===== src/rtl/sig_ctrl.sv =====
// Front-panel control: debounced active-low keys drive an edit/run FSM that steps four 2-bit generator settings.
// Key-to-output latency is DEB_CYCLES+4 cycles; all outputs registered, no backpressure (events are single-cycle pulses).

module sig_ctrl_key #(
    parameter logic [19:0] DEB_CYCLES    = 20'd500000,
    parameter logic [23:0] REPEAT_CYCLES = 24'd0
) (
    input  logic clk,
    input  logic rst,
    input  logic key,
    output logic evt
);
    logic        sync_1;
    logic        sync_2;
    logic        level;
    logic        level_q;
    logic [19:0] deb_cnt;
    logic [23:0] rep_cnt;
    logic        held;
    logic        rep_hit;

    // held only once the registered level is also low, so repeats are spaced from the initial press pulse
    assign held    = ~level & ~level_q;
    assign rep_hit = (REPEAT_CYCLES != 24'd0) && held && (rep_cnt == REPEAT_CYCLES - 24'd1);

    always_ff @(posedge clk or posedge rst) begin
        if (rst) begin
            sync_1  <= 1'b1;
            sync_2  <= 1'b1;
            level   <= 1'b1;
            level_q <= 1'b1;
            deb_cnt <= '0;
            rep_cnt <= '0;
            evt     <= 1'b0;
        end else begin
            sync_1  <= key;
            sync_2  <= sync_1;
            level_q <= level;
            evt     <= (level_q & ~level) | rep_hit;

            if (sync_2 == level) begin
                deb_cnt <= '0;
            end else if (deb_cnt == DEB_CYCLES - 20'd1) begin
                level   <= sync_2;
                deb_cnt <= '0;
            end else begin
                deb_cnt <= deb_cnt + 20'd1;
            end

            if ((REPEAT_CYCLES == 24'd0) || !held || rep_hit)
                rep_cnt <= '0;
            else
                rep_cnt <= rep_cnt + 24'd1;
        end
    end
endmodule

module sig_ctrl #(
    parameter logic [19:0] DEB_CYCLES    = 20'd500000,
    parameter logic [23:0] REPEAT_CYCLES = 24'd0
) (
    input  logic       clk,
    input  logic       rst,
    input  logic       key_mode,
    input  logic       key_up,
    input  logic       key_ok,
    output logic [1:0] cnt_sig,
    output logic [1:0] cnt_amp,
    output logic [1:0] cnt_fre,
    output logic [1:0] cnt_phase,
    output logic       confirm,
    output logic [1:0] sel_field
);
    typedef enum logic {EDIT = 1'b0, RUN = 1'b1} state_t;

    logic   ok_raw, mode_raw, up_raw;
    logic   evt_ok, evt_mode, evt_up;
    state_t state_q, state_d;
    logic [1:0] sel_d, sig_d, amp_d, fre_d, phase_d;
    logic       confirm_d;

    sig_ctrl_key #(.DEB_CYCLES(DEB_CYCLES), .REPEAT_CYCLES(24'd0)) u_key_ok (
        .clk(clk), .rst(rst), .key(key_ok), .evt(ok_raw)
    );
    sig_ctrl_key #(.DEB_CYCLES(DEB_CYCLES), .REPEAT_CYCLES(24'd0)) u_key_mode (
        .clk(clk), .rst(rst), .key(key_mode), .evt(mode_raw)
    );
    sig_ctrl_key #(.DEB_CYCLES(DEB_CYCLES), .REPEAT_CYCLES(REPEAT_CYCLES)) u_key_up (
        .clk(clk), .rst(rst), .key(key_up), .evt(up_raw)
    );

    // Registered priority resolution: ok > mode > up, losers are dropped
    always_ff @(posedge clk or posedge rst) begin
        if (rst) begin
            evt_ok   <= 1'b0;
            evt_mode <= 1'b0;
            evt_up   <= 1'b0;
        end else begin
            evt_ok   <= ok_raw;
            evt_mode <= mode_raw & ~ok_raw;
            evt_up   <= up_raw & ~ok_raw & ~mode_raw;
        end
    end

    always_comb begin
        state_d = state_q;
        sel_d   = sel_field;
        sig_d   = cnt_sig;
        amp_d   = cnt_amp;
        fre_d   = cnt_fre;
        phase_d = cnt_phase;
        case (state_q)
            EDIT: begin
                if (evt_ok) begin
                    state_d = RUN;
                end else if (evt_mode) begin
                    sel_d = sel_field + 2'd1;
                end else if (evt_up) begin
                    case (sel_field)
                        2'd0:    sig_d   = cnt_sig + 2'd1;
                        2'd1:    amp_d   = cnt_amp + 2'd1;
                        2'd2:    fre_d   = cnt_fre + 2'd1;
                        default: phase_d = cnt_phase + 2'd1;
                    endcase
                end
            end
            default: begin
                if (evt_ok)
                    state_d = EDIT;
            end
        endcase
        confirm_d = (state_d == RUN);
    end

    always_ff @(posedge clk or posedge rst) begin
        if (rst) begin
            state_q   <= EDIT;
            sel_field <= '0;
            cnt_sig   <= '0;
            cnt_amp   <= '0;
            cnt_fre   <= '0;
            cnt_phase <= '0;
            confirm   <= 1'b0;
        end else begin
            state_q   <= state_d;
            sel_field <= sel_d;
            cnt_sig   <= sig_d;
            cnt_amp   <= amp_d;
            cnt_fre   <= fre_d;
            cnt_phase <= phase_d;
            confirm   <= confirm_d;
        end
    end
endmodule


===== config.mk =====
export PLATFORM = sky130hd
export DESIGN_NAME = sig_ctrl
export DESIGN_NICKNAME = d
export VERILOG_FILES = /design/src/rtl/sig_ctrl.sv
export SDC_FILE = /design/constraint.sdc
export NUM_CORES = 1
export LEC_CHECK = 0
export ABC_CLOCK_PERIOD_IN_PS = 1900
export CAP_MARGIN = 25
export CORE_MARGIN = 4
export CORE_UTILIZATION = 25
export CTS_CLUSTER_SIZE = 12
export DETAILED_ROUTE_END_ITERATION = 16
export PLACE_DENSITY = 0.45
export SKIP_CTS_REPAIR_TIMING = 1
export SKIP_LAST_GASP = 1
export SYNTH_ARGS = -nofsm -noshare
export SYNTH_HDL_FRONTEND = slang
export SYNTH_HIERARCHICAL = 1
export SYNTH_SLANG_ARGS = --single-unit

===== constraint.sdc =====
create_clock -name clk -period 1.9 [get_ports clk]
set_input_delay 0.285 -clock clk [delete_from_list [all_inputs] [get_ports clk]]
set_output_delay 0.285 -clock clk [all_outputs]
set_load 0.05 [all_outputs]

# After elaboration in Yosys (flattened, before gate mapping)
# Index checks and enable logic that the tools add are counted.
op_classes:
  n_bitwise: 18
  reduce_logical: 10
  addsub: 8
  eq_ne: 8
  mux: 9
op_table:
  columns: ["operator", "n"]
  rows:
  - ["$mux W20", 6]
  - ["$add A20 B1 Y20 const B", 3]
  - ["$eq A20 B19 Y1 const B", 3]
  - ["$reduce_and A5 Y1", 4]
  - ["$not A1 Y1", 12]
  - ["$add A2 B1 Y2 const B", 5]
  - ["$and A1 B1 Y1", 6]
  - ["$reduce_and A2 Y1", 3]
  - ["$eq A1 B1 Y1", 3]
  - ["$mux W1", 3]
  - ["$reduce_and A3 Y1", 1]
  - ["$reduce_or A3 Y1", 1]
  - ["$eq A2 B1 Y1 const B", 1]
  - ["$eq A2 B2 Y1 const B", 1]
  - ["$logic_not A2 Y1", 1]
word_totals:
  regBits: 89
  word_cells: 80
  inputBits: 5
  out_inout_bits: 11

# Depth between registers and ports, before layout
# Gate-level depths: netlist of run 1.
logic_depth:
  word_depth: 4
  depth_mapped: 6
  ltp_nobuf: 5

# Hierarchy
# Netlist of run 1, hierarchy kept.
modules_own_cells:
  columns: ["module", "cells_each", "seq_area_each_um2", "area_each_um2", "n_inst"]
  rows:
  - ["sig_ctrl_key", 115, 630.6, 1216.2, 3]
  - ["sig_ctrl", 46, 350.3, 598.1, 1]

# Least setup slack after synthesis of run 1
# Ideal clock, no wire load.
synth_path:
  kind: "flip-flop to flip-flop"
  startpoint: "register u_key_mode.deb_cnt[0]"
  endpoint: "register u_key_mode.deb_cnt[18]"
  period_less_slack_ns: 1.706
  t_arrival_ns: 1.628
  setup_slack_ns: 0.194
  stages_incl_launch_ff: 6
  setup_time_ns: 0.078
  t_required_ns: 1.822
  path_buffers: 0
  cell_sequence: "dfrtp_1 -> ha_1 -> nand4_4 -> or2_4 -> or4_1 -> a21oi_1"
synth_between:
  elab_chain_len: 3
  word_cells_on_any_way: 4
  cone_classes: "1 x add/sub; 1 x eq/ne; 2 x mux"
synth_rtl:
  columns: ["item", "line_no", "source"]
  rows:
  - ["start: declaration", "17", "logic [19:0] deb_cnt;"]
  - ["start signal: assignment", "47", "deb_cnt <= deb_cnt + 20'd1;"]
  - ["$add A20 B1 Y20 or $eq A20 B19 Y1 (tied branches)", "47, 43", null]
  - ["$mux W20 (*)", "43", "end else if (deb_cnt == DEB_CYCLES - 20'd1) begin"]
  - ["$mux W20 (*)", "41", "if (sync_2 == level) begin"]
# Every way passes the cells marked *; elsewhere a longest branch is shown, timed or not.
# A chain may end at the register's enable or synchronous reset.

# Worst setup path in the final report of run 1
layout_path:
  startpoint: "register cnt_fre[0]"
  endpoint: "output cnt_fre[0]"
layout_lines:
  columns: ["item", "line_no", "source"]
  rows:
  - ["start: declaration", "69", "output logic [1:0] cnt_fre,"]
  - ["start signal: assignment", "149", "cnt_fre <= fre_d;"]
# No word-level cell between the ends.

==> flow_metrics.env, run 1 <==
export IMPL_tns_ps=0
export IMPL_wl_per_cell_um=12.08
export IMPL_hpwl_mm=5.422
export IMPL_grt_total_usage=0.08636
export IMPL_drc=0
export IMPL_cts_clk_slew_worst_paths_ps=60
export IMPL_synth_edf_count=0
export IMPL_setup_viol=0
export IMPL_initial_core_util=0.2552
export IMPL_synthDistinctLibCells=35
export IMPL_diodes=0
export IMPL_io_pins=16
export IMPL_areaGrowthSynthToFinish_pct=17.62
export IMPL_worst_setup_path_start_kind="flip-flop"
export IMPL_reg2reg_to="u_key_ok/deb_cnt[18]$_DFF_PP0_"
export IMPL_grt_max_degree=26
export IMPL_multi_input_area_um2=1932
export IMPL_cts_tree="yes"
export IMPL_slowest_delay_ps=820
export IMPL_grt_pass1_vias=2884
export IMPL_hold_ws_ps=345.5
export IMPL_hold_viol=0
export IMPL_drtAntennaViolNets=0
export IMPL_place_ws_ps=49.79
export IMPL_async_flop_share=1.000
export IMPL_rows=47
export IMPL_n_fill_cell=1730
export IMPL_met3_length_um=233
export IMPL_syn_avg_cell_area_um2=10.86
export IMPL_power_mw=3.735
export IMPL_dp_cells=629
export IMPL_coreArea_um2=16640
export IMPL_crit_path_max_fanout=3
export IMPL_final_util=0.3001
export IMPL_drt_total_wl_mm=7.792
export IMPL_maxSlewViolCount=0
export IMPL_worstRegToRegCells=5
export IMPL_hp_class="in -> reg"
export IMPL_period_needed_ps=1843
export IMPL_clockBufferDepth=2
export IMPL_final_area_um2=4995
export IMPL_vias=2806
export IMPL_ys_seq_elements=89
export IMPL_crit_path_start="cnt_fre[0]$_DFFE_PP0P_"
export IMPL_r2r_slack_ps=80
export IMPL_placed_area_um2=4705
export IMPL_leakagePower_nw=2.024
export IMPL_hp_start="key_mode"
export IMPL_synth_seq_area_share=0.5280
export IMPL_clockRootBuffer="clkbuf_16"
export IMPL_syn_area_um2=4247
export IMPL_dr_max_layer_used="met4"
export IMPL_met2WireLength_mm=3.552
export IMPL_status="complete, no violations"
export IMPL_die_h_um=138.3
export IMPL_cts_sinks=89
export IMPL_firstDrtPassIters=6
export IMPL_rr_startpoint="u_key_ok/deb_cnt[0]$_DFF_PP0_"
export IMPL_hold_depth=1
export IMPL_skew_ps=4.572
export IMPL_critPathArrivalTime_ps=1560
export IMPL_final_nets=433
export IMPL_timing_slew_headroom=0.6417
export IMPL_grt_pass1_wl_mm=13.84
export IMPL_fin_cells=645
export IMPL_ir_drop_mv=0.3927
export IMPL_syn_num_nets=404
export IMPL_max_cap_viol_count=0
export IMPL_die_w_um=138.3
export IMPL_max_freq_mhz=542.6
export IMPL_htreeDepth=3
export IMPL_io_buffers=15
export IMPL_endpoint_kind="output port"
export IMPL_powerDensity_nw_per_um2=747.8
export IMPL_synth_ff_type="dfrtp_1"
export IMPL_drt_iter0_markers=155
export IMPL_ys_warn_count=6
export IMPL_viasPerCell=4.350
export IMPL_critical_path_class="reg -> out"
export IMPL_syn_inst=391
export IMPL_whs_endpoint="u_key_mode/sync_1$_DFF_PP1_"
export IMPL_period_share=0.9701
export IMPL_path_buf_inv=1
export IMPL_met1_length_mm=3.890
export IMPL_worstSkewPairLatency_ps=340
export IMPL_seq_area_um2=2242
export IMPL_worstMarginPinSlew_ps=536.8
export IMPL_die_area_um2=19140
export IMPL_cp_top_family="buffers and inverters"
export IMPL_cts_buffers=9
export IMPL_grt_overflow=0
export IMPL_slowest_stage="clkdlybuf4s50_1"
export IMPL_antenna_found_initial=0
export IMPL_timing_final_ws_setup_ps=56.86
export IMPL_drive_above_1_share=0.1624
export IMPL_globalplace_congestion=0.7553
export IMPL_crit_path_cell_trace="clkdlybuf4s50_1"
export IMPL_rsz0062_at_grt="true"
export IMPL_worst_ep_required_time_ps=1620
## how the worst max path moves through the flow
stage	to	slack, ps	cells past startpoint
6_report	cnt_fre[0]	60	1
5_1_grt	u_key_up/deb_cnt[18]$_DFF_PP0_	-10	5
4_1_cts	sel_field[1]	-7	1
3_5_place_dp	u_key_ok/deb_cnt[18]$_DFF_PP0_	50	5
3_3_place_gp	u_key_up/deb_cnt[18]$_DFF_PP0_	110	5
2_1_floorplan	u_key_mode/deb_cnt[18]$_DFF_PP0_	190	5
## registers in the layout, summed over array words and instances, names as in the netlist, 2 cells and up
name,flops
u_key_mode/deb_cnt,20
sel_field,2
cnt_sig,2
cnt_fre,2
u_key_up/deb_cnt,20
cnt_phase,2
u_key_ok/deb_cnt,20
cnt_amp,2
## layout by cell type, fill, tap and decap left out, types with 4 or more instances in the layout
master,count
inv_1,14
nand4_1,12
ha_1,5
clkbuf_16,9
nor2_1,56
mux2i_1,6
buf_4,11
dfstp_2,12
clkdlybuf4s50_1,11
nand2_1,29
xor2_1,9
a21oi_1,6
xnor2_1,48
dfrtp_1,77
nor2b_1,4
nand3_1,25
nor4_1,12
nor3_1,18
## power by group
group          switching [mW]  internal (mW)
Combinational          0.0778         0.0398
Sequential             0.0256           1.92
Clock                   0.716          0.952
Total                   0.820           2.92
## cell usage after synthesis, types with 4 or more instances
library cell	instances	area, um^2
nand2_1	29	108.9
nand4_1	12	75.07
nor2b_1	4	25.02
nor3_1	18	90.09
nand3_1	25	125.1
inv_1	14	52.55
a21oi_1	6	30.03
ha_1	8	100.1
nor2_1	57	214.0
mux2i_1	6	60.06
dfrtp_1	77	1927
xnor2_1	48	420.4
dfstp_2	12	315.3
nor4_1	12	75.07
xor2_1	9	78.83
## cell type report
cell class / instances / area share
Sequential cell: 89 / 0.4489
Multi-Input combinational cell: 282 / 0.3868
Tap cell: 220 / 0.05511
Clock buffer: 13 / 0.05210
Timing Repair Buffer: 24 / 0.04359
Inverter: 14 / 0.01052
Clock inverter: 3 / 0.003006
## routing by layer
layer	GRT usage	vias up
met5	0	-
li1	-	1418
met3	0.02762	10
met2	0.1346	33
met4	0.02912	0
met1	0.1137	1345
## kinds of logic after synthesis
| group | Yosys count | share of synthesized area |
|---|---|---|
| flip-flops | 89 | 0.5280 |
| adder cells (fa/ha/maj) | 8 | 0.02357 |
| XOR/XNOR | 57 | 0.1176 |
| AND/OR/NAND/NOR | 192 | 0.2646 |
| AO/OA/AOI/OAI | 15 | 0.02210 |
| multiplexers | 10 | 0.02475 |
| buffers and inverters | 20 | 0.01944 |
(Power assumes the default switching activity.)
==> run 2: changes to the inputs <==
--- a/config.mk
+++ b/config.mk
@@ -11,7 +11,7 @@
 export CORE_UTILIZATION = 25
 export CTS_CLUSTER_SIZE = 12
 export DETAILED_ROUTE_END_ITERATION = 16
-export PLACE_DENSITY = 0.45
+export PLACE_DENSITY = 0.41
 export SKIP_CTS_REPAIR_TIMING = 1
 export SKIP_LAST_GASP = 1
 export SYNTH_ARGS = -nofsm -noshare
==> flow_metrics.env, run 2 (synthesis gave the netlist of run 1 again) <==
export IMPL_status="complete, no violations"
export IMPL_globalplace_congestion=0.7341
export IMPL_diodes=0
export IMPL_reg2reg_to="u_key_ok/deb_cnt[18]$_DFF_PP0_"
export IMPL_slowest_delay_ps=820
export IMPL_clockRootBuffer="clkbuf_16"
export IMPL_cp_endpoint="cnt_sig[0]"
export IMPL_die_w_um=138.3
export IMPL_max_cap_viol_count=0
export IMPL_drt_iter0_markers=119
export IMPL_timing_slew_headroom=0.6448
export IMPL_wl_per_cell_um=12.11
export IMPL_vias=2782
export IMPL_cts_tree="yes"
export IMPL_drtAntennaViolNets=0
export IMPL_coreArea_um2=16640
export IMPL_crit_cells=1
export IMPL_r2r_slack_ps=120
export IMPL_grt_pass1_vias=2886
export IMPL_max_freq_mhz=544.2
export IMPL_final_cell_mix="77 x dfrtp_1, 57 x nor2_1, 48 x xnor2_1"
export IMPL_endpoint_kind="output port"
export IMPL_worstMarginPinSlew_ps=532.2
export IMPL_rows=47
export IMPL_hpwl_mm=5.632
export IMPL_final_common_cell="dfrtp_1"
export IMPL_critical_path_class="reg -> out"
export IMPL_firstDrtPassIters=4
export IMPL_grt_total_usage=0.08832
export IMPL_io_pins=16
export IMPL_met1_usage=0.1205
export IMPL_viasPerCell=4.287
export IMPL_slowest_stage="clkdlybuf4s50_1"
export IMPL_grt_max_degree=26
export IMPL_die_area_um2=19140
export IMPL_top_usage_layer="met2"
export IMPL_hp_class="in -> async"
export IMPL_rr_startpoint="u_key_ok/deb_cnt[0]$_DFF_PP0_"
export IMPL_grt_pass1_wl_mm=14.19
export IMPL_powerDensity_nw_per_um2=792.1
export IMPL_drc=0
export IMPL_cp_top_family="buffers and inverters"
export IMPL_tns_ps=0
export IMPL_htreeDepth=3
export IMPL_drive_above_1_share=0.1725
export IMPL_placed_area_um2=4735
export IMPL_crit_path_start="cnt_sig[0]$_DFFE_PP0P_"
export IMPL_io_buffers=15
export IMPL_crit_path_max_fanout=3
export IMPL_cts_sinks=89
export IMPL_grt_overflow=0
export IMPL_worstRegToRegCells=5
export IMPL_top_regs="u_key_mode/deb_cnt x20, u_key_ok/deb_cnt x20, u_key_up/deb_cnt x20"
export IMPL_final_util=0.3055
export IMPL_period_share=0.9672
export IMPL_antenna_found_initial=0
export IMPL_areaGrowthSynthToFinish_pct=19.74
export IMPL_critPathArrivalTime_ps=1550
export IMPL_final_area_um2=5085
export IMPL_drt_total_wl_mm=7.859
export IMPL_final_nets=437
export IMPL_leakagePower_nw=2.049
export IMPL_setup_viol=0
export IMPL_rsz0062_at_grt="true"
export IMPL_skew_ps=6.420
export IMPL_worst_setup_path_start_kind="flip-flop"
export IMPL_ir_drop_mv=0.3594
export IMPL_crit_path_cell_trace="clkdlybuf4s50_1"
export IMPL_die_h_um=138.3
export IMPL_worstSkewPairLatency_ps=340
export IMPL_grt_use_met2=0.1346
export IMPL_period_needed_ps=1838
export IMPL_maxSlewViolCount=0
export IMPL_cts_clk_slew_worst_paths_ps=60
export IMPL_cts_buffers=9
export IMPL_initial_core_util=0.2552
export IMPL_path_buf_inv=1
export IMPL_hold_viol=0
export IMPL_worst_ep_required_time_ps=1620
export IMPL_use_met3=0.02383
export IMPL_clockBufferDepth=2
## run 2: changes by cell type in the layout (fill, tap and decap cells not counted)
cell,previous run,this run
clkinv_2,3,2
ha_2,3,2
clkdlybuf4s50_1,11,12
buf_4,11,15
ha_4,0,1
clkbuf_1,2,0
bufinv_16,0,2
clkinvlp_4,0,1
nor2_2,1,0
dlymetal6s2s_1,2,1
nor2_1,56,57
## run 2: area by class of cell
| cell class | count | area [um^2] |
|---|---|---|
| Fill cell | 1710 | 11560 |
| Sequential cell | 89 | 2242 |
| Multi-Input combinational cell | 282 | 1939 |
| Tap cell | 220 | 275.3 |
| Clock buffer | 11 | 252.7 |
| Timing Repair Buffer | 28 | 245.2 |
| Clock inverter | 5 | 77.57 |
| Inverter | 14 | 52.55 |
## run 2: worst min-delay path by stage
stage / cells after the start / end / slack, ps
2_1_floorplan: 1 / cnt_amp[0]$_DFFE_PP0P_ / 170
6_report: 2 / u_key_ok/evt$_DFF_PP0_ / 220
4_1_cts: 2 / u_key_ok/evt$_DFF_PP0_ / 230
5_1_grt: 2 / u_key_ok/evt$_DFF_PP0_ / 250
3_5_place_dp: 0 / u_key_mode/sync_2$_DFF_PP1_ / 350
3_3_place_gp: 0 / u_key_mode/sync_2$_DFF_PP1_ / 350
## run 2: per-stage QoR
stage	total power, mW	hold slack, ps	cells	setup WS [ps]
6_report	4.028	224.5	649	62.33
3_5_place_dp	2.109	347.8	633	80.82
5_1_grt	4.210	246.0	649	-16.03
3_3_place_gp	2.108	346.2	633	120.8
4_1_cts	4.101	234.8	649	-8.524
2_1_floorplan	2.058	174.2	391	194.2
## run 2: where the power goes
group	internal (mW)	switching, mW	total, mW	leakage, nW
Clock	1.22	0.734	1.95	0.162
Combinational	0.0447	0.0803	0.125	0.694
Sequential	1.92	0.0265	1.95	1.19
## run 2: metal layers
metal	vias up	part of all wire	routed length, um
met5	-	0	0
met4	0	0.013	102
met3	8	0.029	228
met2	29	0.45	3545
met1	1324	0.51	3982
li1	1421	-	-
==> run 3: changes to the inputs <==
--- a/config.mk
+++ b/config.mk
@@ -12,6 +12,7 @@
 export CTS_CLUSTER_SIZE = 12
 export DETAILED_ROUTE_END_ITERATION = 16
 export PLACE_DENSITY = 0.41
+export RECOVER_POWER = 25
 export SKIP_CTS_REPAIR_TIMING = 1
 export SKIP_LAST_GASP = 1
 export SYNTH_ARGS = -nofsm -noshare
==> flow_metrics.env, run 3 (synthesis gave the netlist of run 1 again) <==
export IMPL_status="complete, no violations"
export IMPL_clockBufferDepth=2
export IMPL_initial_core_util=0.2552
export IMPL_vias=2784
export IMPL_crit_path_cell_trace="clkdlybuf4s50_1"
export IMPL_die_area_um2=19140
export IMPL_rsz0062_at_grt="true"
export IMPL_max_freq_mhz=544.1
export IMPL_clockRootBuffer="clkbuf_16"
export IMPL_cts_tree="yes"
export IMPL_grt_overflow=0
export IMPL_period_needed_ps=1838
export IMPL_p_sw_frac=0.2090
export IMPL_slowest_stage="clkdlybuf4s50_1"
export IMPL_die_h_um=138.3
export IMPL_path_buf_inv=1
export IMPL_p_comb_frac=0.030
export IMPL_final_nets=437
export IMPL_worst_setup_path_start_kind="flip-flop"
export IMPL_worstSkewPairLatency_ps=340
export IMPL_worstRegToRegCells=5
export IMPL_io_buffers=15
export IMPL_skew_ps=6.435
export IMPL_grt_max_degree=26
export IMPL_clkPwrFrac=0.485
export IMPL_cts_buffers=9
export IMPL_critical_path_class="reg -> out"
export IMPL_setup_viol=0
export IMPL_cp_top_family="buffers and inverters"
export IMPL_worst_ep_required_time_ps=1620
export IMPL_dp_cells=633
export IMPL_worstMarginPinSlew_ps=635.6
export IMPL_drtAntennaViolNets=0
export IMPL_cts_sinks=89
export IMPL_maxSlewViolCount=0
export IMPL_max_cap_viol_count=0
export IMPL_drc=0
export IMPL_endpoint_kind="output port"
export IMPL_grt_total_usage=0.08832
export IMPL_hp_class="in -> async"
export IMPL_ir_drop_mv=0.3595
export IMPL_grt_pass1_vias=2886
export IMPL_diodes=0
export IMPL_antenna_found_initial=0
export IMPL_firstDrtPassIters=4
export IMPL_rows=47
export IMPL_drive_above_1_share=0.1678
export IMPL_critPathArrivalTime_ps=1550
export IMPL_slowest_delay_ps=820
export IMPL_grt_pass1_wl_mm=14.19
export IMPL_p_int_mw=3.183
export IMPL_fin_cells=649
export IMPL_htreeDepth=3
export IMPL_drt_iter0_markers=119
export IMPL_powerDensity_nw_per_um2=792.2
export IMPL_die_w_um=138.3
export IMPL_period_share=0.9672
export IMPL_cts_clk_slew_worst_paths_ps=60
export IMPL_crit_cells=1
export IMPL_seq_power_share=0.484
export IMPL_globalplace_congestion=0.7341
export IMPL_timing_slew_headroom=0.5763
export IMPL_leakagePower_nw=2.049
export IMPL_drt_total_wl_mm=7.847
export IMPL_hold_viol=0
export IMPL_crit_path_max_fanout=3
export IMPL_coreArea_um2=16640
export IMPL_areaGrowthSynthToFinish_pct=19.62
export IMPL_wl_per_cell_um=12.09
export IMPL_viasPerCell=4.290
export IMPL_n_fill_cell=1710
export IMPL_hpwl_mm=5.632
export IMPL_tns_ps=0
export IMPL_switching_power_uw=841.0
export IMPL_top_regs="u_key_mode/deb_cnt x20, u_key_ok/deb_cnt x20, u_key_up/deb_cnt x20"
export IMPL_final_cell_mix="77 x dfrtp_1, 57 x nor2_1, 48 x xnor2_1"
export IMPL_final_common_cell="dfrtp_1"
export IMPL_io_pins=16
run 3: cell type report:
| class | count | area (um^2) | area share |
|---|---|---|---|
| tap | 220 | 275.3 | 0.05419 |
| clock inverter | 5 | 77.57 | 0.01527 |
| multi-input combinational | 282 | 1939 | 0.3818 |
| clock buffer | 11 | 252.7 | 0.04975 |
| inverter | 14 | 52.55 | 0.01034 |
| sequential | 89 | 2242 | 0.4414 |
| timing repair buffer | 28 | 240.2 | 0.04729 |
run 3: per-layer routing:
layer	GRT usage	share of wire	up-vias
met5	0	0	-
met4	0.03276	0.013	0
met3	0.02383	0.029	8
met2	0.1346	0.45	31
met1	0.1205	0.51	1324
li1	-	-	1421
run 3: final timing paths:
path / from / to / slack [ps]
setup / recovery: cnt_sig[0]$_DFFE_PP0P_ / cnt_sig[0] / 60
hold / removal: rst / u_key_ok/evt$_DFF_PP0_ / 330
setup reg to reg: u_key_ok/deb_cnt[0]$_DFF_PP0_ / u_key_ok/deb_cnt[18]$_DFF_PP0_ / 120
hold reg to reg: u_key_ok/sync_1$_DFF_PP1_ / u_key_ok/sync_2$_DFF_PP1_ / 350
max in group asynchronous: rst / u_key_up/deb_cnt[8]$_DFF_PP0_ / 830
min in group clk: u_key_ok/sync_1$_DFF_PP1_ / u_key_ok/sync_2$_DFF_PP1_ / 350
run 3: through the flow:
stage | utilization | total power, mW | hold slack, ps | worst slack, ps | instance area (um^2)
floorplan | - | 2.058 | 174.2 | 194.2 | 4247
global placement | 0.2845 | 2.108 | 346.2 | 120.8 | 4735
detailed placement | 0.2845 | 2.109 | 347.8 | 80.82 | 4735
CTS | 0.3043 | 4.101 | 234.8 | -8.524 | 5065
global route | 0.3052 | 4.206 | 347.5 | -16.03 | 5080
finish | 0.3052 | 4.024 | 334.7 | 62.26 | 5080
run 3: power by group through the flow:
stage               Sequential, mW  Clock (mW)  Combinational, mW
finish                        1.95        1.95              0.122
global route                  1.95        2.11              0.147
CTS                           1.95        2.03              0.128
detailed placement            1.98           0              0.127
global placement              1.98           0              0.128
floorplan                     1.97           0             0.0871
